==> config.mk <==
export PLATFORM = sky130hd
export DESIGN_NAME = square_wave_period_meter
export DESIGN_NICKNAME = d
export VERILOG_FILES = /design/src/rtl/square_wave_period_meter.sv
export SDC_FILE = /design/constraint.sdc
export NUM_CORES = 1
export LEC_CHECK = 0
export ABC_AREA = 1
export CORE_MARGIN = 4
export CORE_UTILIZATION = 55
export CTS_CLUSTER_SIZE = 30
export DETAILED_ROUTE_END_ITERATION = 16
export GPL_ROUTABILITY_DRIVEN = 0
export GPL_TIMING_DRIVEN = 0
export PLACE_DENSITY = 0.75
export SLEW_MARGIN = 15
export SYNTH_ARGS = -nofsm -noshare
export SYNTH_HDL_FRONTEND = slang
export SYNTH_SLANG_ARGS = --single-unit
==> constraint.sdc <==
create_clock -name clk -period 2.96 [get_ports clk]
set_clock_uncertainty 0.05 [all_clocks]
set_input_delay 0.592 -clock clk [delete_from_list [all_inputs] [get_ports clk]]
set_output_delay 0.592 -clock clk [all_outputs]
set_load 0.005 [all_outputs]
==> src/rtl/square_wave_period_meter.sv <==
// square_wave_period_meter: measures the high and low phase lengths of a square wave in clk cycles,
// with a period-stability lock indication and loss-of-signal detection.
module square_wave_period_meter #(
    parameter int CNT_WIDTH  = 28,
    parameter int TIMEOUT    = 100_000_000,
    parameter int TOL        = 2,
    parameter int LOCK_COUNT = 4
) (
    input  logic                 clk,
    input  logic                 reset,
    input  logic                 wave_in,
    output logic [CNT_WIDTH-1:0] high_cycles,
    output logic [CNT_WIDTH-1:0] low_cycles,
    output logic                 meas_valid,
    output logic                 meas_phase,
    output logic                 locked,
    output logic                 no_signal
);
    typedef enum logic {IDLE, MEASURE} state_t;
    state_t               state_q;
    logic [2:0]           sync_q;
    logic [CNT_WIDTH-1:0] cnt_q, prev_q, high_q, low_q;
    logic                 prev_vld_q, meas_valid_q, meas_phase_q, locked_q, no_signal_q;
    logic [3:0]           match_q, match_d;
    logic [CNT_WIDTH:0]   diff;
    logic                 edge_det;

    assign edge_det = sync_q[1] ^ sync_q[2];
    // One extra bit so the absolute difference can never wrap.
    assign diff = (cnt_q >= prev_q) ? {1'b0, cnt_q} - {1'b0, prev_q} : {1'b0, prev_q} - {1'b0, cnt_q};
    assign match_d = !(prev_vld_q && diff <= (CNT_WIDTH+1)'(TOL)) ? 4'd0 :
                     (match_q == 4'(LOCK_COUNT)) ? match_q : match_q + 4'd1;

    always_ff @(posedge clk) begin
        if (reset) begin
            state_q      <= IDLE;
            sync_q       <= '0;
            cnt_q        <= '0;
            prev_q       <= '0;
            prev_vld_q   <= 1'b0;
            match_q      <= '0;
            high_q       <= '0;
            low_q        <= '0;
            meas_valid_q <= 1'b0;
            meas_phase_q <= 1'b0;
            locked_q     <= 1'b0;
            no_signal_q  <= 1'b1;
        end else begin
            sync_q       <= {sync_q[1:0], wave_in};
            meas_valid_q <= 1'b0;
            if (state_q == IDLE) begin
                if (edge_det) begin
                    state_q     <= MEASURE;
                    cnt_q       <= CNT_WIDTH'(1);
                    no_signal_q <= 1'b0;
                end
            end else if (edge_det) begin
                cnt_q        <= CNT_WIDTH'(1);
                meas_valid_q <= 1'b1;
                meas_phase_q <= sync_q[2];
                if (sync_q[2]) high_q <= cnt_q;
                else low_q <= cnt_q;
                match_q    <= match_d;
                locked_q   <= (match_d == 4'(LOCK_COUNT));
                prev_q     <= cnt_q;
                prev_vld_q <= 1'b1;
            end else if (cnt_q == CNT_WIDTH'(TIMEOUT)) begin
                state_q     <= IDLE;
                cnt_q       <= '0;
                no_signal_q <= 1'b1;
                locked_q    <= 1'b0;
                match_q     <= '0;
                prev_vld_q  <= 1'b0;
                high_q      <= '0;
                low_q       <= '0;
            end else if (cnt_q != '1) begin
                cnt_q <= cnt_q + 1'b1;
            end
        end
    end

    assign high_cycles = high_q;
    assign low_cycles  = low_q;
    assign meas_valid  = meas_valid_q;
    assign meas_phase  = meas_phase_q;
    assign locked      = locked_q;
    assign no_signal   = no_signal_q;
endmodule

# [Word level (Yosys, flattened, before mapping)]
# Index checks and enable logic that the tools add are counted.
[op_classes] addsub=4 order_cmp=2 eq_ne=7 mux=26 n_bitwise=2 n_reduce_logical=11
[op_table] operator="two-way mux 28 bit" n=10
[op_table] operator="subtractor 28 x 28 -> 29 bit" n=2
[op_table] operator="less-or-equal comparator 29 x 2 -> 1 bit (second input constant)" n=1
[op_table] operator="two-way mux 29 bit" n=1
[op_table] operator="adder 28 x 1 -> 28 bit (second input constant)" n=1
[op_table] operator="equality test 28 x 27 -> 1 bit (second input constant)" n=1
[op_table] operator=">= comparator 28 bit" n=1
[op_table] operator="!= test 28 bit (second input constant)" n=1
[op_table] operator="two-way mux 4 bit" n=4
[op_table] operator="two-way mux 1 bit" n=11
[op_table] operator="AND reduction 3 bit" n=3
[op_table] operator="equality test 4 x 3 -> 1 bit (second input constant)" n=2
[op_table] operator="!= test 2 bit (second input constant)" n=3
[op_table] operator="AND reduction 2 bit" n=3
[op_table] operator="adder 4 x 1 -> 4 bit (second input constant)" n=1
[op_table] operator="nonzero test 2 bit" n=2
[op_table] operator="nonzero test 3 bit" n=1
[op_table] operator="OR reduction 2 bit" n=1
[op_table] operator="logical AND 1 bit" n=1
[op_table] operator="NOT 1 bit" n=1
[op_table] operator="bitwise XOR 1 bit" n=1
[totals] register_bits=125 inputBits=3 word_cells=64

# [Longest topological paths before layout]
[logic_depth] depth_word=7 depth_mapped=21

# [Least setup slack after synthesis]
# No wires, ideal clock.
[synth_timing] kind="flip-flop to flip-flop" startpoint="register cnt_q[24]" endpoint="register locked_q (netlist: locked)" setup_ns=0.067 arrival_ns=2.442 required_time_ns=2.843 setup_slack_ns=0.401 path_stages_with_launch=17 path_cell_list="dfxtp_1 inv_1 ha_1 a21oi_1 nand2_1 a21oi_2 nand2_2 nor2_2 nand2_4 buf_8 a21oi_1 nand3_1 nor2_1 nand3_1 nor2_4 nand4_2 a21oi_2"
[synth_between] elab_chain_len=7 elab_cells_between_ends=12 cone_classes="add/sub (2); order compare (2); eq/ne (2); mux (3); reduce/logical (3)"
[synth_lines] element="from (decl)" line="22" source="logic [CNT_WIDTH-1:0] cnt_q, prev_q, high_q, low_q;"
[synth_lines] element="from (signal assigned)" line="77" source="cnt_q <= cnt_q + 1'b1;"
[synth_lines] element="subtractor 28 x 28 -> 29 bit / >= comparator 28 bit (equally long branches)" line="30" source="assign diff = (cnt_q >= prev_q) ? {1'b0, cnt_q} - {1'b0, prev_q} : {1'b0, prev_q} - {1'b0, cnt_q};"
[synth_lines] element="two-way mux 29 bit" line="30"
[synth_lines] element="less-or-equal comparator 29 x 2 -> 1 bit" line="31" source="assign match_d = !(prev_vld_q && diff <= (CNT_WIDTH+1)'(TOL)) ? 4'd0 :"
[synth_lines] element="logical AND 1 bit" line="31"
[synth_lines] element="two-way mux 4 bit" line="31"
[synth_lines] element="equality test 4 x 3 -> 1 bit" line="64" source="locked_q <= (match_d == 4'(LOCK_COUNT));"
[synth_lines] element="two-way mux 1 bit" line="57" source="end else if (edge_det) begin"
[synth_lines] element="to (signal assigned)" line="64"
[synth_lines] element="to (decl)" line="23" source="logic prev_vld_q, meas_valid_q, meas_phase_q, locked_q, no_signal_q;"
# Parallel ways exist; a longest one is shown, timed or not.
# A chain may end at the register's enable or synchronous reset.

# [Worst setup path after layout]
# Same ends and word-level chain as after synthesis.

==> results.json <==
{
  "status": "finished with violations",
  "violations": "negative setup slack",
  "endpoint_kind": "flip-flop",
  "p_per_area_nw_per_um2": 359,
  "root_buffer": "clkbuf_16",
  "drtIter0Drc": 1336,
  "antennaDiodeCount": 0,
  "start_kind": "flip-flop",
  "synth-adder-area-share_pct": 8.37,
  "dr.pass1.iters": 6,
  "reg2reg_to": "locked",
  "num_vias": 11000,
  "p_sw_uw": 1200,
  "grt_overflow": 0,
  "yosysWarnings": 0,
  "p_leak_uw": 0.00584,
  "synth.mux.area_fraction_pct": 0,
  "period_needed_ns": 3.02,
  "clk_path_buf_depth": 2,
  "rr_startpoint": "cnt_q[24]",
  "synth-xor-area-share_pct": 1.76,
  "nets": 1809,
  "synth_edf_count": 0,
  "switching_share_pct": 26.3,
  "syn2layout_area_growth_pct": 33.8,
  "slowest_delay_ns": 0.38,
  "ys_seq_elements": 125,
  "dp_hpwl_um": 23300,
  "seqPwrFrac_pct": 37.7,
  "final_util_pct": 75.7,
  "cts_made_buffers": 17,
  "hp-class": "flip-flop to flip-flop",
  "ir_worst_vdd_uv": 415,
  "path_common_cell": "a21oi_2",
  "grt_pass1_wl_um": 49200,
  "finalHoldViolCount": 0,
  "pwr-share-clk_pct": 46.8,
  "p_int_uw": 3350,
  "core_area_um2": 16700,
  "grt_usage_pct": 30.9,
  "wl_per_cell_um": 16.6,
  "die-area_um2": 19300,
  "io_pins": 63,
  "clkTransAtPathRegs_ns": 0.05,
  "rsz0062_at_grt": "yes",
  "cp_max_fo": 7,
  "postSynth.asyncResetShare_pct": 0,
  "tns_ns": -0.0551,
  "synth_area_leaders": "dfxtp_1, nand2_1, inv_1, nor2_1, ha_1",
  "synthTopCellsByCount": "nand2_1, inv_1, nor2_1",
  "required_ns": 3.25,
  "rrSetupSlack_ns": -0.06,
  "fp.dieW_um": 139,
  "synth.most_common_cell": "nand2_1",
  "path_cells": "inv_4, ha_4, a21oi_2, nand2_1, a21oi_2, nand2_2, nor2_4, nand2_4, clkbuf_16, o21ai_4, nand2_2, nor2_2, nand3_2, nor2_4, nand4_2, a21oi_2",
  "cts_tree": "done",
  "setup_slack_ns": -0.0551,
  "yosysTopAreaCellShare_pct": 26.5,
  "synth.cell_area_um2": 9450,
  "r2r_cells": 16,
  "clkLatencyLatePin_ns": 0.41,
  "slowest_stage": "dfxtp_4",
  "critical_path_class": "flip-flop to flip-flop",
  "drv_slew": 0,
  "cp.arrival_ns": 3.30,
  "first_global_vias": 9829,
  "cts.sinks": 125,
  "syn_avg_cell_area_um2": 6.00,
  "htree_num_levels": 4,
  "viasPerCell": 5.55,
  "drt-total-wl_um": 32800,
  "ys_types": 45,
  "fmax_mhz": 332,
  "worstSetupStartpoint": "cnt_q[24]",
  "fill_cells": 1313,
  "initial_core_util_pct": 56.6,
  "post-route-period-util_pct": 102,
  "finalSetupViolCount": 1,
  "cap_violations": 0,
  "crit_end": "locked",
  "synth_compound_area_share_pct": 11.3,
  "yosys.area_share.simple_pct": 39.6,
  "postSynthCellCount": 1575,
  "yosysSeqAreaShare_pct": 26.5,
  "pwr-share-comb_pct": 15.5,
  "holdBufCountCts": 0,
  "worst_pin_slew_ns": 0.663,
  "row_count": 47,
  "yosysTopAreaCell": "dfxtp_1",
  "antenna_left": 0,
  "antenna_found_initial": 0,
  "synth_ff_type": "dfxtp_1",
  "syn_nets": 1640,
  "synth_top_family_by_area": "simple AND/OR/NAND/NOR gates",
  "grt_max_degree": 17,
  "drive_above_1_share_pct": 21.2,
  "maxSlewHeadroom_pct": 55.8,
  "route.detailed.drc": 0,
  "io_buffer_count": 61,
  "die_h_um": 139
}
## cells in the final DEF (no fill, tap or decap), drive strengths merged
master,instances
dfxtp,125
o311a,1
clkdlybuf4s50,61
nand4,29
clkinv,4
inv,263
xor2,19
o211ai,1
clkinvlp,1
o221ai,1
a211oi,3
a21oi,67
buf,102
a21boi,2
bufinv,3
nand3b,1
o21bai,1
nand3,134
a22oi,2
a31oi,1
and2,2
o21a,2
fa,2
o21ai,110
nor4,6
nor3,21
o31ai,5
nand2,444
nor4b,1
ha,60
o211a,1
clkbuf,50
nor2,229
## worst min-delay path by stage
stage / from / end / slack, ns / cells after the start
5_1_grt: sync_q[0] / sync_q[1] / 0.39 / 2
3_3_place_gp: sync_q[0] / sync_q[1] / 0.34 / 2
6_report: sync_q[0] / sync_q[1] / 0.36 / 2
2_1_floorplan: sync_q[0] / sync_q[1] / 0.34 / 2
4_1_cts: sync_q[0] / sync_q[1] / 0.36 / 2
3_5_place_dp: sync_q[0] / sync_q[1] / 0.36 / 2
## routing by layer
layer	track usage, %	share of wire [%]
met4	15.3	6.7
met1	40.0	42
met3	4.28	7.0
met2	50.6	44
met5	0	0
## kinds of logic (layout without fill, tap and decap cells)
| logic type | Yosys count | after routing |
|---|---|---|
| compound gates | 197 | 197 |
| xor+xnor | 19 | 19 |
| fa+ha+maj | 62 | 62 |
| buf+inv | 305 | 484 |
| flops | 125 | 125 |
| simple gates | 867 | 867 |
## critical path, delay by kind of cell, from the launching register on
kind / cells / cell delay (ns)
adder cells (fa/ha/maj): 1 / 0.28
AND/OR/NAND/NOR: 9 / 1.21
AO/OA/AOI/OAI: 4 / 0.77
buffers and inverters: 2 / 0.25
flip-flops: 1 / 0.38
## through the flow
step                      setup slack (ns)  area [um2]  cells  power (uW)  hold WS [ns]
after floorplan                      0.401        9450   1575        2160         0.338
after global placement              -0.585       10300   1856        2330         0.345
after detailed placement            -0.549       10300   1856        2340         0.357
after CTS                          -0.0454       11500   1894        4460         0.360
after global routing                -0.143       12600   1974        4690         0.387
final                              -0.0551       12600   1974        4540         0.356
## power by group through the flow
stage	clock [uW]	sequential [uW]	combinational, uW
3_3_place_gp	0	1760	569
4_1_cts	2120	1720	614
5_1_grt	2200	1710	772
6_report	2130	1710	705
2_1_floorplan	0	1760	399
3_5_place_dp	0	1760	576
## area by class of cell
cell class,instances,area [um2],area share [%]
Multi-Input combinational cell,1145,6560,51.9
Inverter,264,1050,8.29
Timing Repair Buffer,151,1340,10.6
Clock buffer,22,484,3.83
Tap cell,220,275,2.18
Sequential cell,125,2600,20.6
Clock inverter,7,113,0.890
Buffer,40,229,1.81
## flip-flops by register name (all words and copies together) (netlist names)
name	flops
cnt_q	28
high_cycles	28
locked	1
low_cycles	28
match_q	4
meas_phase	1
meas_valid	1
no_signal	1
prev_q	28
prev_vld_q	1
state_q	1
sync_q	3
## timing repair
action,in CTS,in global routing
cloned,0,1
setup buffers,10,79
endpoints found under the setup margin,72,75
pin swaps,19,71
gates resized for setup,123,177
Note: power is estimated with default switching activity, not from simulation.
